`config.mk`:
```
export PLATFORM = sky130hd
export DESIGN_NAME = instr_encoder
export DESIGN_NICKNAME = d
export VERILOG_FILES = /design/src/rtl/gpu_isa_pkg.sv /design/src/rtl/instr_pack.sv /design/src/rtl/instr_encoder.sv
export SDC_FILE = /design/constraint.sdc
export NUM_CORES = 1
export LEC_CHECK = 0
export ABC_CLOCK_PERIOD_IN_PS = 2300
export BUFFER_PORTS_ARGS = -buffer_cell sky130_fd_sc_hd__buf_2
export CORE_ASPECT_RATIO = 1.2
export CORE_MARGIN = 8
export CORE_UTILIZATION = 30
export CTS_CLUSTER_SIZE = 20
export DETAILED_ROUTE_END_ITERATION = 8
export GPL_TIMING_DRIVEN = 0
export SLEW_MARGIN = 25
export SYNTH_ARGS = -nofsm -noshare
export SYNTH_HDL_FRONTEND = slang
export SYNTH_SLANG_ARGS = --single-unit
```
`constraint.sdc`:
```
create_clock -name clk -period 2.3 [get_ports clk]
set_input_delay 0.23 -clock clk [delete_from_list [all_inputs] [get_ports clk]]
set_output_delay 0.23 -clock clk [all_outputs]
set_load 0.02 [all_outputs]
```
`src/rtl/gpu_isa_pkg.sv`:
```
// gpu_isa_pkg: shared instruction-set definitions for the filter-GPU encoder.
//   op_t        : instruction class carried in bits [27:26]
//   COND_AL     : "always" condition code
//   enc_state_t : encoder session state
//   csum_step   : one step of the rotate-xor program checksum
package gpu_isa_pkg;

   typedef enum logic [1:0] {
      OP_DP  = 2'b00,
      OP_MEM = 2'b01,
      OP_BR  = 2'b10,
      OP_ILL = 2'b11
   } op_t;

   localparam logic [3:0] COND_AL = 4'hE;

   typedef enum logic [1:0] {
      IDLE  = 2'b00,
      LOAD  = 2'b01,
      WRITE = 2'b10,
      DONE  = 2'b11
   } enc_state_t;

   // Rotate the running checksum left by one, then fold in the new word.
   function automatic logic [31:0] csum_step(input logic [31:0] c, input logic [31:0] w);
      return {c[30:0], c[31]} ^ w;
   endfunction

endpackage

```
`src/rtl/instr_pack.sv`:
```
// instr_pack: combinational packer from instruction fields to a 32-bit word.
// Ports:
//   cond[3:0], op[1:0], funct[5:0], rn[3:0], rd[3:0], src2[11:0], imm24[23:0] : fields
//   word[31:0] : packed instruction (zero for the illegal class)
//   illegal    : op selects the illegal class; the tuple must not be written
module instr_pack
   import gpu_isa_pkg::*;
(
   input  logic [3:0]  cond,
   input  logic [1:0]  op,
   input  logic [5:0]  funct,
   input  logic [3:0]  rn,
   input  logic [3:0]  rd,
   input  logic [11:0] src2,
   input  logic [23:0] imm24,
   output logic [31:0] word,
   output logic        illegal
);

   // Field packing by instruction class; branches keep only funct[5:4].
   always_comb begin
      word    = 32'h0000_0000;
      illegal = 1'b0;
      case (op_t'(op))
         OP_DP, OP_MEM: word = {cond, op, funct, rn, rd, src2};
         OP_BR:         word = {cond, op, funct[5:4], imm24};
         OP_ILL:        illegal = 1'b1;
         default:       illegal = 1'b1;
      endcase
   end

endmodule

```
`src/rtl/instr_encoder.sv`:
```
// instr_encoder: accepts instruction field tuples over valid/ready, packs them and
// writes them sequentially into instruction memory starting at word 0.
// Ports:
//   clk, reset (async, active high), start (begin session in IDLE/DONE)
//   fld_valid/fld_ready/fld_last and field inputs fld_cond..fld_imm24
//   imem_we/imem_addr/imem_wdata : one write strobe per encoded word
//   busy, done, count            : session status
//   err_illegal, err_ovf         : sticky session errors
//   csum (only when CHECKSUM_EN is defined) : rotate-xor checksum of written words
// Configuration macro: CHECKSUM_EN.
module instr_encoder
   import gpu_isa_pkg::*;
#(
   parameter int ADDR_W = 10
)
(
   input  logic              clk,
   input  logic              reset,
   input  logic              start,
   input  logic              fld_valid,
   output logic              fld_ready,
   input  logic              fld_last,
   input  logic [3:0]        fld_cond,
   input  logic [1:0]        fld_op,
   input  logic [5:0]        fld_funct,
   input  logic [3:0]        fld_rn,
   input  logic [3:0]        fld_rd,
   input  logic [11:0]       fld_src2,
   input  logic [23:0]       fld_imm24,
   output logic              imem_we,
   output logic [ADDR_W-1:0] imem_addr,
   output logic [31:0]       imem_wdata,
   output logic              busy,
   output logic              done,
   output logic [ADDR_W:0]   count,
`ifdef CHECKSUM_EN
   output logic [31:0]       csum,
`endif
   output logic              err_illegal,
   output logic              err_ovf
);

   localparam logic [ADDR_W-1:0] ADDR_MAX = {ADDR_W{1'b1}};

   enc_state_t        state_r, next_s;
   logic [ADDR_W-1:0] addr_r;
   logic [ADDR_W:0]   count_r;
   logic [31:0]       word_r;
   logic              last_r;
   logic              ill_r, ovf_r;
   logic              ready_r, we_r, busy_r, done_r;
   logic              ready_s, we_s, busy_s, done_s;
   logic [31:0]       pack_word_s;
   logic              pack_ill_s;
   logic              accept_s, restart_s, full_s;

   instr_pack u_pack (
      .cond    (fld_cond),
      .op      (fld_op),
      .funct   (fld_funct),
      .rn      (fld_rn),
      .rd      (fld_rd),
      .src2    (fld_src2),
      .imm24   (fld_imm24),
      .word    (pack_word_s),
      .illegal (pack_ill_s)
   );

   // fld_ready is registered from next_s == LOAD, so it equals state_r == LOAD.
   assign accept_s  = (state_r == LOAD) && fld_valid;
   assign restart_s = ((state_r == IDLE) || (state_r == DONE)) && start;
   assign full_s    = (addr_r == ADDR_MAX);

   // Next-state logic for the load session.
   always_comb begin
      next_s = state_r;
      case (state_r)
         IDLE: begin
            if (start) next_s = LOAD;
            else       next_s = IDLE;
         end
         LOAD: begin
            if (accept_s) begin
               if (pack_ill_s) next_s = fld_last ? DONE : LOAD;
               else            next_s = WRITE;
            end else begin
               next_s = LOAD;
            end
         end
         WRITE: begin
            if (last_r || full_s) next_s = DONE;
            else                  next_s = LOAD;
         end
         DONE: begin
            if (start) next_s = LOAD;
            else       next_s = DONE;
         end
         default: next_s = IDLE;
      endcase
   end

   // Status outputs decoded from the upcoming state so they can be registered.
   always_comb begin
      ready_s = (next_s == LOAD);
      we_s    = (next_s == WRITE);
      busy_s  = (next_s == LOAD) || (next_s == WRITE);
      done_s  = (next_s == DONE);
   end

   // State register and registered status outputs.
   always_ff @(posedge clk or posedge reset) begin
      if (reset) begin
         state_r <= IDLE;
         ready_r <= 1'b0;
         we_r    <= 1'b0;
         busy_r  <= 1'b0;
         done_r  <= 1'b0;
      end else begin
         state_r <= next_s;
         ready_r <= ready_s;
         we_r    <= we_s;
         busy_r  <= busy_s;
         done_r  <= done_s;
      end
   end

   // Word capture, address/count advance and sticky error flags.
   always_ff @(posedge clk or posedge reset) begin
      if (reset) begin
         addr_r  <= {ADDR_W{1'b0}};
         count_r <= {(ADDR_W+1){1'b0}};
         word_r  <= 32'h0000_0000;
         last_r  <= 1'b0;
         ill_r   <= 1'b0;
         ovf_r   <= 1'b0;
      end else if (restart_s) begin
         addr_r  <= {ADDR_W{1'b0}};
         count_r <= {(ADDR_W+1){1'b0}};
         last_r  <= 1'b0;
         ill_r   <= 1'b0;
         ovf_r   <= 1'b0;
      end else if (accept_s) begin
         if (pack_ill_s) begin
            ill_r <= 1'b1;
         end else begin
            word_r <= pack_word_s;
            last_r <= fld_last;
         end
      end else if (state_r == WRITE) begin
         count_r <= count_r + {{ADDR_W{1'b0}}, 1'b1};
         // The address saturates at the top word instead of wrapping.
         if (!full_s) addr_r <= addr_r + {{(ADDR_W-1){1'b0}}, 1'b1};
         if (full_s && !last_r) ovf_r <= 1'b1;
      end
   end

`ifdef CHECKSUM_EN
   logic [31:0] csum_r;

   // Running checksum over every word written in the session.
   always_ff @(posedge clk or posedge reset) begin
      if (reset) begin
         csum_r <= 32'h0000_0000;
      end else if (restart_s) begin
         csum_r <= 32'h0000_0000;
      end else if (state_r == WRITE) begin
         csum_r <= csum_step(csum_r, word_r);
      end
   end

   assign csum = csum_r;
`endif

   assign fld_ready   = ready_r;
   assign imem_we     = we_r;
   assign imem_addr   = addr_r;
   assign imem_wdata  = word_r;
   assign busy        = busy_r;
   assign done        = done_r;
   assign count       = count_r;
   assign err_illegal = ill_r;
   assign err_ovf     = ovf_r;

endmodule

```
==> results of run 1 <==
-- routing by layer --
layer	global-route usage (%)	vias up	part of all wire (%)
met4	5.40	0	1.8
li1	-	1338	-
met3	4.54	11	11
met2	20.1	119	46
met5	0	-	0
met1	14.7	1262	41
-- sequential cells by signal (all words and copies together) (netlist names) --
name	cells
done	1
imem_wdata	32
count	11
err_illegal	1
busy	1
imem_we	1
fld_ready	1
err_ovf	1
imem_addr	10
last_r	1
state_r	2
-- where the power goes --
| group | switching, uW | internal, uW |
|---|---|---|
| clock | 432 | 779 |
| sequential | 185 | 1450 |
| combinational | 1120 | 646 |
-- through the flow --
stage | std cells | hold WS, ns | setup TNS, ns | setup slack, ns
final | 571 | 0.141 | 0 | 0.176
after detailed placement | 555 | 0.268 | 0 | 0.159
after global routing | 571 | 0.130 | 0 | 0.00821
after global placement | 554 | 0.464 | -19.07 | -0.312
after CTS | 571 | 0.123 | 0 | 0.147
after floorplan | 309 | 0.382 | 0 | 0.437
-- cells in the final DEF, fill, tap and decap left out, types with 6 or more instances in the layout --
master                      netlist  final
sky130_fd_sc_hd__nand2_1         16     16
sky130_fd_sc_hd__buf_2            2    121
sky130_fd_sc_hd__xnor2_1          6      6
sky130_fd_sc_hd__nor2b_1         24     24
sky130_fd_sc_hd__ha_1             9      9
sky130_fd_sc_hd__clkbuf_16        0      9
sky130_fd_sc_hd__a21oi_1         54     54
sky130_fd_sc_hd__clkbuf_1         6      9
sky130_fd_sc_hd__inv_1            9      8
sky130_fd_sc_hd__nor3_1           6      6
sky130_fd_sc_hd__dfrtp_1         62     62
sky130_fd_sc_hd__nand3_1          7      7
sky130_fd_sc_hd__mux2_2           7      7
sky130_fd_sc_hd__nor2_1          41     41
-- logic make-up (layout without fill, tap and decap cells) --
kind of cell    after synthesis  count (layout)  synth area share (%)
mux                           9               9                  3.26
xor+xnor                     11              11                  3.17
fa+ha+maj                     9               9                  3.71
simple gates                114             114                  18.7
buf+inv                      25             161                  4.53
compound gates               79              79                  15.5
flops                        62              62                  51.1
-- path summary, 6_finish.rpt --
| kind | startpoint | to | slack [ns] | cells after the start |
|---|---|---|---|---|
| hold / removal | fld_cond[3] | imem_wdata[31] | 0.14 | 2 |
| max in group asynchronous | reset | imem_addr[4] | 1.33 | 4 |
| setup reg to reg | state_r[1] | fld_ready | 0.18 | 7 |
| setup / recovery | state_r[1] | fld_ready | 0.18 | 7 |
| hold reg to reg | imem_wdata[12] | imem_wdata[12] | 0.49 | 1 |
| min in group asynchronous | reset | imem_wdata[19] | 0.48 | 3 |
-- worst max-delay path: stages (launching register included) --
cell	delay, ns
sky130_fd_sc_hd__dfrtp_1	0.39
sky130_fd_sc_hd__inv_1	0.09
sky130_fd_sc_hd__ha_1	0.24
sky130_fd_sc_hd__nand2_1	0.19
sky130_fd_sc_hd__or2_2	0.34
sky130_fd_sc_hd__a211oi_1	0.33
sky130_fd_sc_hd__o21ai_0	0.20
sky130_fd_sc_hd__ha_1	0.23
-- timing repair --
item	CTS	global route
hold buffers	1	0
hold endpoints to repair	32	0
buffers inserted	0	0
-- cell type report --
| type | count | area (sq um) |
|---|---|---|
| Fill cell | 1012 | 5870 |
| Sequential cell | 62 | 1550 |
| Multi-Input combinational cell | 222 | 1350 |
| Timing Repair Buffer | 121 | 626 |
| Clock buffer | 14 | 264 |
| Tap cell | 126 | 158 |
| Buffer | 16 | 104 |
| Inverter | 9 | 36.3 |
| Clock inverter | 1 | 5.00 |
==> flow_summary.yaml, run 1 <==
critical_path:
  timing.critical_path.required_ns: 2.51
  crit_path_start_kind: "register"
  cp-end-kind: "register"
  critical_path_peak_fanout: 5
  worstSetupPathType: "register to register"
  cp_data_arrival_time_ns: 2.33
cts:
  clkLatencyLatePin_ns: 0.32
  cts_repair_resize_count: 0
  cts_num_sinks: 62
  cts.htree.levels: 3
  tritoncts: "yes"
  cts_buffers: 9
  clkSlewWorstSetupHoldPaths_ns: 0.05
  clock-root-buffer: "sky130_fd_sc_hd__clkbuf_16"
  max-clock-path-buffers: 2
yosys:
  synth_most_common_cell: "sky130_fd_sc_hd__dfrtp_1"
  count_of_flip_flops_with_a_built_in_enable_after_synthesis: 0
  top_cell_type_s_share_of_synthesized_area_pct: 51.1
  synth_cell_types: 43
  synth_seq_cells: 62
  synth-async-reset-ratio_pct: 100
  part_of_the_yosys_area_used_for_sequential_elements_pct: 51.1
  synthFlopType: "sky130_fd_sc_hd__dfrtp_1"
  synthDominantAreaCellType: "sky130_fd_sc_hd__dfrtp_1"
  ys_warn_count: 0
  synth.top_cells.by_count: "62 x sky130_fd_sc_hd__dfrtp_1, 54 x sky130_fd_sc_hd__a21oi_1, 41 x sky130_fd_sc_hd__nor2_1, 24 x sky130_fd_sc_hd__nor2b_1, 16 x sky130_fd_sc_hd__nand2_1"
  syn_area_per_cell_sq_um: 9.82
  post_synthesis_net_count: 379
  mappedNetlistArea_sq_um: 3040
  netlist_top_cells_area: "sky130_fd_sc_hd__dfrtp_1 51%, sky130_fd_sc_hd__a21oi_1 8.9%, sky130_fd_sc_hd__nor2_1 5.1%, sky130_fd_sc_hd__nor2b_1 4.9%, sky130_fd_sc_hd__ha_1 3.7%"
  netlist_instances: 309
sta:
  fin_crit_sh_pct: 92.3
  timing_max_transition_violations_final: 0
  worst_clk_skew_ns: 0.00918
  final-setup-viol-count: 0
  slew-limit-headroom_pct: 65.5
  maximum_achievable_frequency_mhz: 471
  rsz_0062_raised_after_global_routing: "false"
  finalHoldViolations: 0
  minimum_clock_period_after_layout_ns: 2.12
  worst-slew-pin-transition_ns: 0.518
power_and_ir_drop:
  power_uw: 4610
  max_vdd_drop_uv: 387
  power_dens_cells_nw_per_um2: 1130
  p_leak_uw: 0.00200
floorplan:
  initial_utilization_pct: 30.5
  die_x_um: 108
  dieHeight_um: 126
  ports: 120
  floorplan.die_area_sq_um: 13600
  placement_rows: 40
  core_area_sq_um: 9960
route:
  total_number_of_vias: 2730
  drtIter0Drc: 102
  wirelength_mm: 8.54
  drc: 0
  vias_per_cell: 4.78
  first_pass_iters: 4
  routed_wire_length_per_instance_um: 15.0
  ant_nets: 0
layout:
  antenna-diode-count: 0
  share_of_the_core_filled_with_cells_pct: 41.1
  nets: 511
  drive_gt1_share_pct: 35.3
  flow.area_growth_from_synthesis_pct: 34.7
  post-route-cell-area_sq_um: 4090
global_routing:
  vias_in_the_first_global_route: 2806
  wire_length_of_the_first_global_routing_pass_mm: 13.7
  groute.usage.overall_pct: 12.6
  globalRoute.totalOverflow: 0
  maximum_number_of_pins_on_one_net_before_global_route_repair: 34
  number_of_antenna_violations_at_the_first_check_in_global_routing: 0
placement:
  placement.io_buffers: 119
  place_hpwl_mm: 6.79
  finalWeightedCongestion: 0.864
  postPlaceCellArea_sq_um: 3810
run_status:
  outcome: "completed"
flow_run:
  max_cap_violations: 0
min_path:
  worst_hold_path_type: "input pin to register"
(Power assumes the default switching activity.)
==> run 2: changes to the inputs <==
--- a/config.mk
+++ b/config.mk
@@ -7,12 +7,15 @@
 export LEC_CHECK = 0
 export ABC_CLOCK_PERIOD_IN_PS = 2300
 export BUFFER_PORTS_ARGS = -buffer_cell sky130_fd_sc_hd__buf_2
+export CELL_PAD_IN_SITES_DETAIL_PLACEMENT = 0
+export CELL_PAD_IN_SITES_GLOBAL_PLACEMENT = 1
 export CORE_ASPECT_RATIO = 1.2
 export CORE_MARGIN = 8
 export CORE_UTILIZATION = 30
 export CTS_CLUSTER_SIZE = 20
 export DETAILED_ROUTE_END_ITERATION = 8
 export GPL_TIMING_DRIVEN = 0
+export PLACE_DENSITY_LB_ADDON = 0.1
 export SLEW_MARGIN = 25
 export SYNTH_ARGS = -nofsm -noshare
 export SYNTH_HDL_FRONTEND = slang
==> run 2 against run 1 <==
  * Highest routed layer unchanged
  * Combinational power is essentially flat
  * Via count shrank 1.9%
  * Sequential power is essentially flat
  * Critical endpoint unchanged
==> flow_summary.yaml, run 2 (synthesis results as in run 1) <==
placement:
  numPlacedInstances: 555
  finalWeightedCongestion: 0.731
  postPlaceCellArea_sq_um: 3820
  placement.io_buffers: 119
  place_hpwl_mm: 6.79
critical_path:
  cp_slowest_stage_delay_ns: 0.40
  critical_path.slowest_cell: "sky130_fd_sc_hd__dfrtp_1"
  cp-end-kind: "register"
  crit_path_start_kind: "register"
  timing.critical_path.required_ns: 2.50
  crit_family: "compound AO/OA/AOI/OAI gates"
  cp_cell_sequence: "inv_1, ha_1, nand2_1, or2_2, a211oi_1, o21ai_0, ha_1"
  critical-path-top-cell-by-count: "sky130_fd_sc_hd__ha_1"
  worstSetupPathType: "register to register"
  critical_path_peak_fanout: 5
  worstPathBufferInverterCount: 1
  cp_data_arrival_time_ns: 2.36
layout:
  drive_gt1_share_pct: 35.5
  post-route-cell-area_sq_um: 4120
  largest_reg_flops: 32
  flow.area_growth_from_synthesis_pct: 35.6
  final_common_cell: "sky130_fd_sc_hd__buf_2"
  highest_count_cells_in_the_layout_ignoring_fill_and_taps: "121 x sky130_fd_sc_hd__buf_2, 62 x sky130_fd_sc_hd__dfrtp_1, 54 x sky130_fd_sc_hd__a21oi_1, 41 x sky130_fd_sc_hd__nor2_1, 24 x sky130_fd_sc_hd__nor2b_1"
  nets: 511
  antenna-diode-count: 0
  share_of_the_core_filled_with_cells_pct: 41.3
  layout.cells.non_filler: 571
cts:
  tritoncts: "yes"
  cts_num_sinks: 62
  clkSlewWorstSetupHoldPaths_ns: 0.05
  cts_buffers: 9
  post-cts-setup-buffer-count: 0
  cts_repair_resize_count: 0
  cts.htree.levels: 3
  clock-root-buffer: "sky130_fd_sc_hd__clkbuf_16"
  hold_buffers: 1
  clkLatencyLatePin_ns: 0.32
  max-clock-path-buffers: 2
global_routing:
  globalRoute.totalOverflow: 0
  groute.usage.overall_pct: 13.3
  wire_length_of_the_first_global_routing_pass_mm: 14.5
  maximum_number_of_pins_on_one_net_before_global_route_repair: 49
  number_of_antenna_violations_at_the_first_check_in_global_routing: 0
  vias_in_the_first_global_route: 2804
route:
  vias_per_cell: 4.69
  drc: 0
  total_number_of_vias: 2678
  drtIter0Drc: 86
  ant_nets: 0
  routed_wire_length_per_instance_um: 15.5
  wirelength_mm: 8.85
  first_pass_iters: 4
power_and_ir_drop:
  max_vdd_drop_uv: 371
  power_uw: 4680
  power_dens_cells_nw_per_um2: 1140
  p_leak_uw: 0.00201
floorplan:
  initial_utilization_pct: 30.5
  floorplan.die_area_sq_um: 13600
  placement_rows: 40
  die_x_um: 108
  core_area_sq_um: 9960
  dieHeight_um: 126
  ports: 120
sta:
  minimum_clock_period_after_layout_ns: 2.16
  rsz_0062_raised_after_global_routing: "false"
  worst-slew-pin-transition_ns: 0.510
  worst_clk_skew_ns: 0.00599
  setup-tns-final_ns: 0
  timing_max_transition_violations_final: 0
  maximum_achievable_frequency_mhz: 463
  slew-limit-headroom_pct: 65.9
  finalHoldViolations: 0
  fin_crit_sh_pct: 93.9
  final-setup-viol-count: 0
run_status:
  outcome: "completed"
flow_run:
  max_cap_violations: 0
min_path:
  worst_hold_path_type: "input pin to register"
## run 2: cell count changes in the layout (fill, tap and decap cells not counted), sizes merged
cell | before | now
clkbuf | 20 | 21
clkinv | 1 | 0
## run 2: final timing paths
check	startpoint	end	slack [ns]	cells past startpoint
worst max-delay path	state_r[1]	fld_ready	0.14	7
worst min-delay path	fld_cond[1]	imem_wdata[29]	0.14	2
worst max register to register	state_r[1]	fld_ready	0.14	7
worst min register to register	imem_wdata[26]	imem_wdata[26]	0.49	1
max in group asynchronous	reset	imem_wdata[28]	1.40	4
min in group asynchronous	reset	count[5]	0.38	3
## run 2: stage by stage
stage	hold slack, ns	setup WS [ns]
floorplan	0.382	0.437
global placement	0.461	-0.501
detailed placement	0.184	0.172
CTS	0.120	0.130
global route	0.132	0.0151
finish	0.140	0.140
## run 2: power by group
part | internal [uW] | total (uW) | switching (uW)
Combinational | 648 | 1760 | 1110
Clock | 841 | 1300 | 455
Sequential | 1450 | 1630 | 176
## run 2: cell type report
cell class / instances / area, sq um
multi-input cells: 222 / 1350
well taps: 126 / 158
repair buffers: 121 / 633
plain buffers: 16 / 104
fillers: 1053 / 5840
clock buffers: 15 / 288
flip-flops and latches: 62 / 1550
inverters: 9 / 36.3
## run 2: layer usage
metal	part of all wire (%)	global-route usage, %	routed length, um
met2	49	21.8	4300
met4	0.95	5.65	84
met5	0	0	0
met3	7.3	3.78	647
met1	43	15.8	3820
## run 2: worst reg2reg max path, cell delays in order, from the launching register on
cell and delay, ns:
sky130_fd_sc_hd__dfrtp_1 0.40, sky130_fd_sc_hd__inv_1 0.08, sky130_fd_sc_hd__ha_1 0.25, sky130_fd_sc_hd__nand2_1 0.18, sky130_fd_sc_hd__or2_2 0.34, sky130_fd_sc_hd__a211oi_1 0.34
sky130_fd_sc_hd__o21ai_0 0.21, sky130_fd_sc_hd__ha_1 0.24
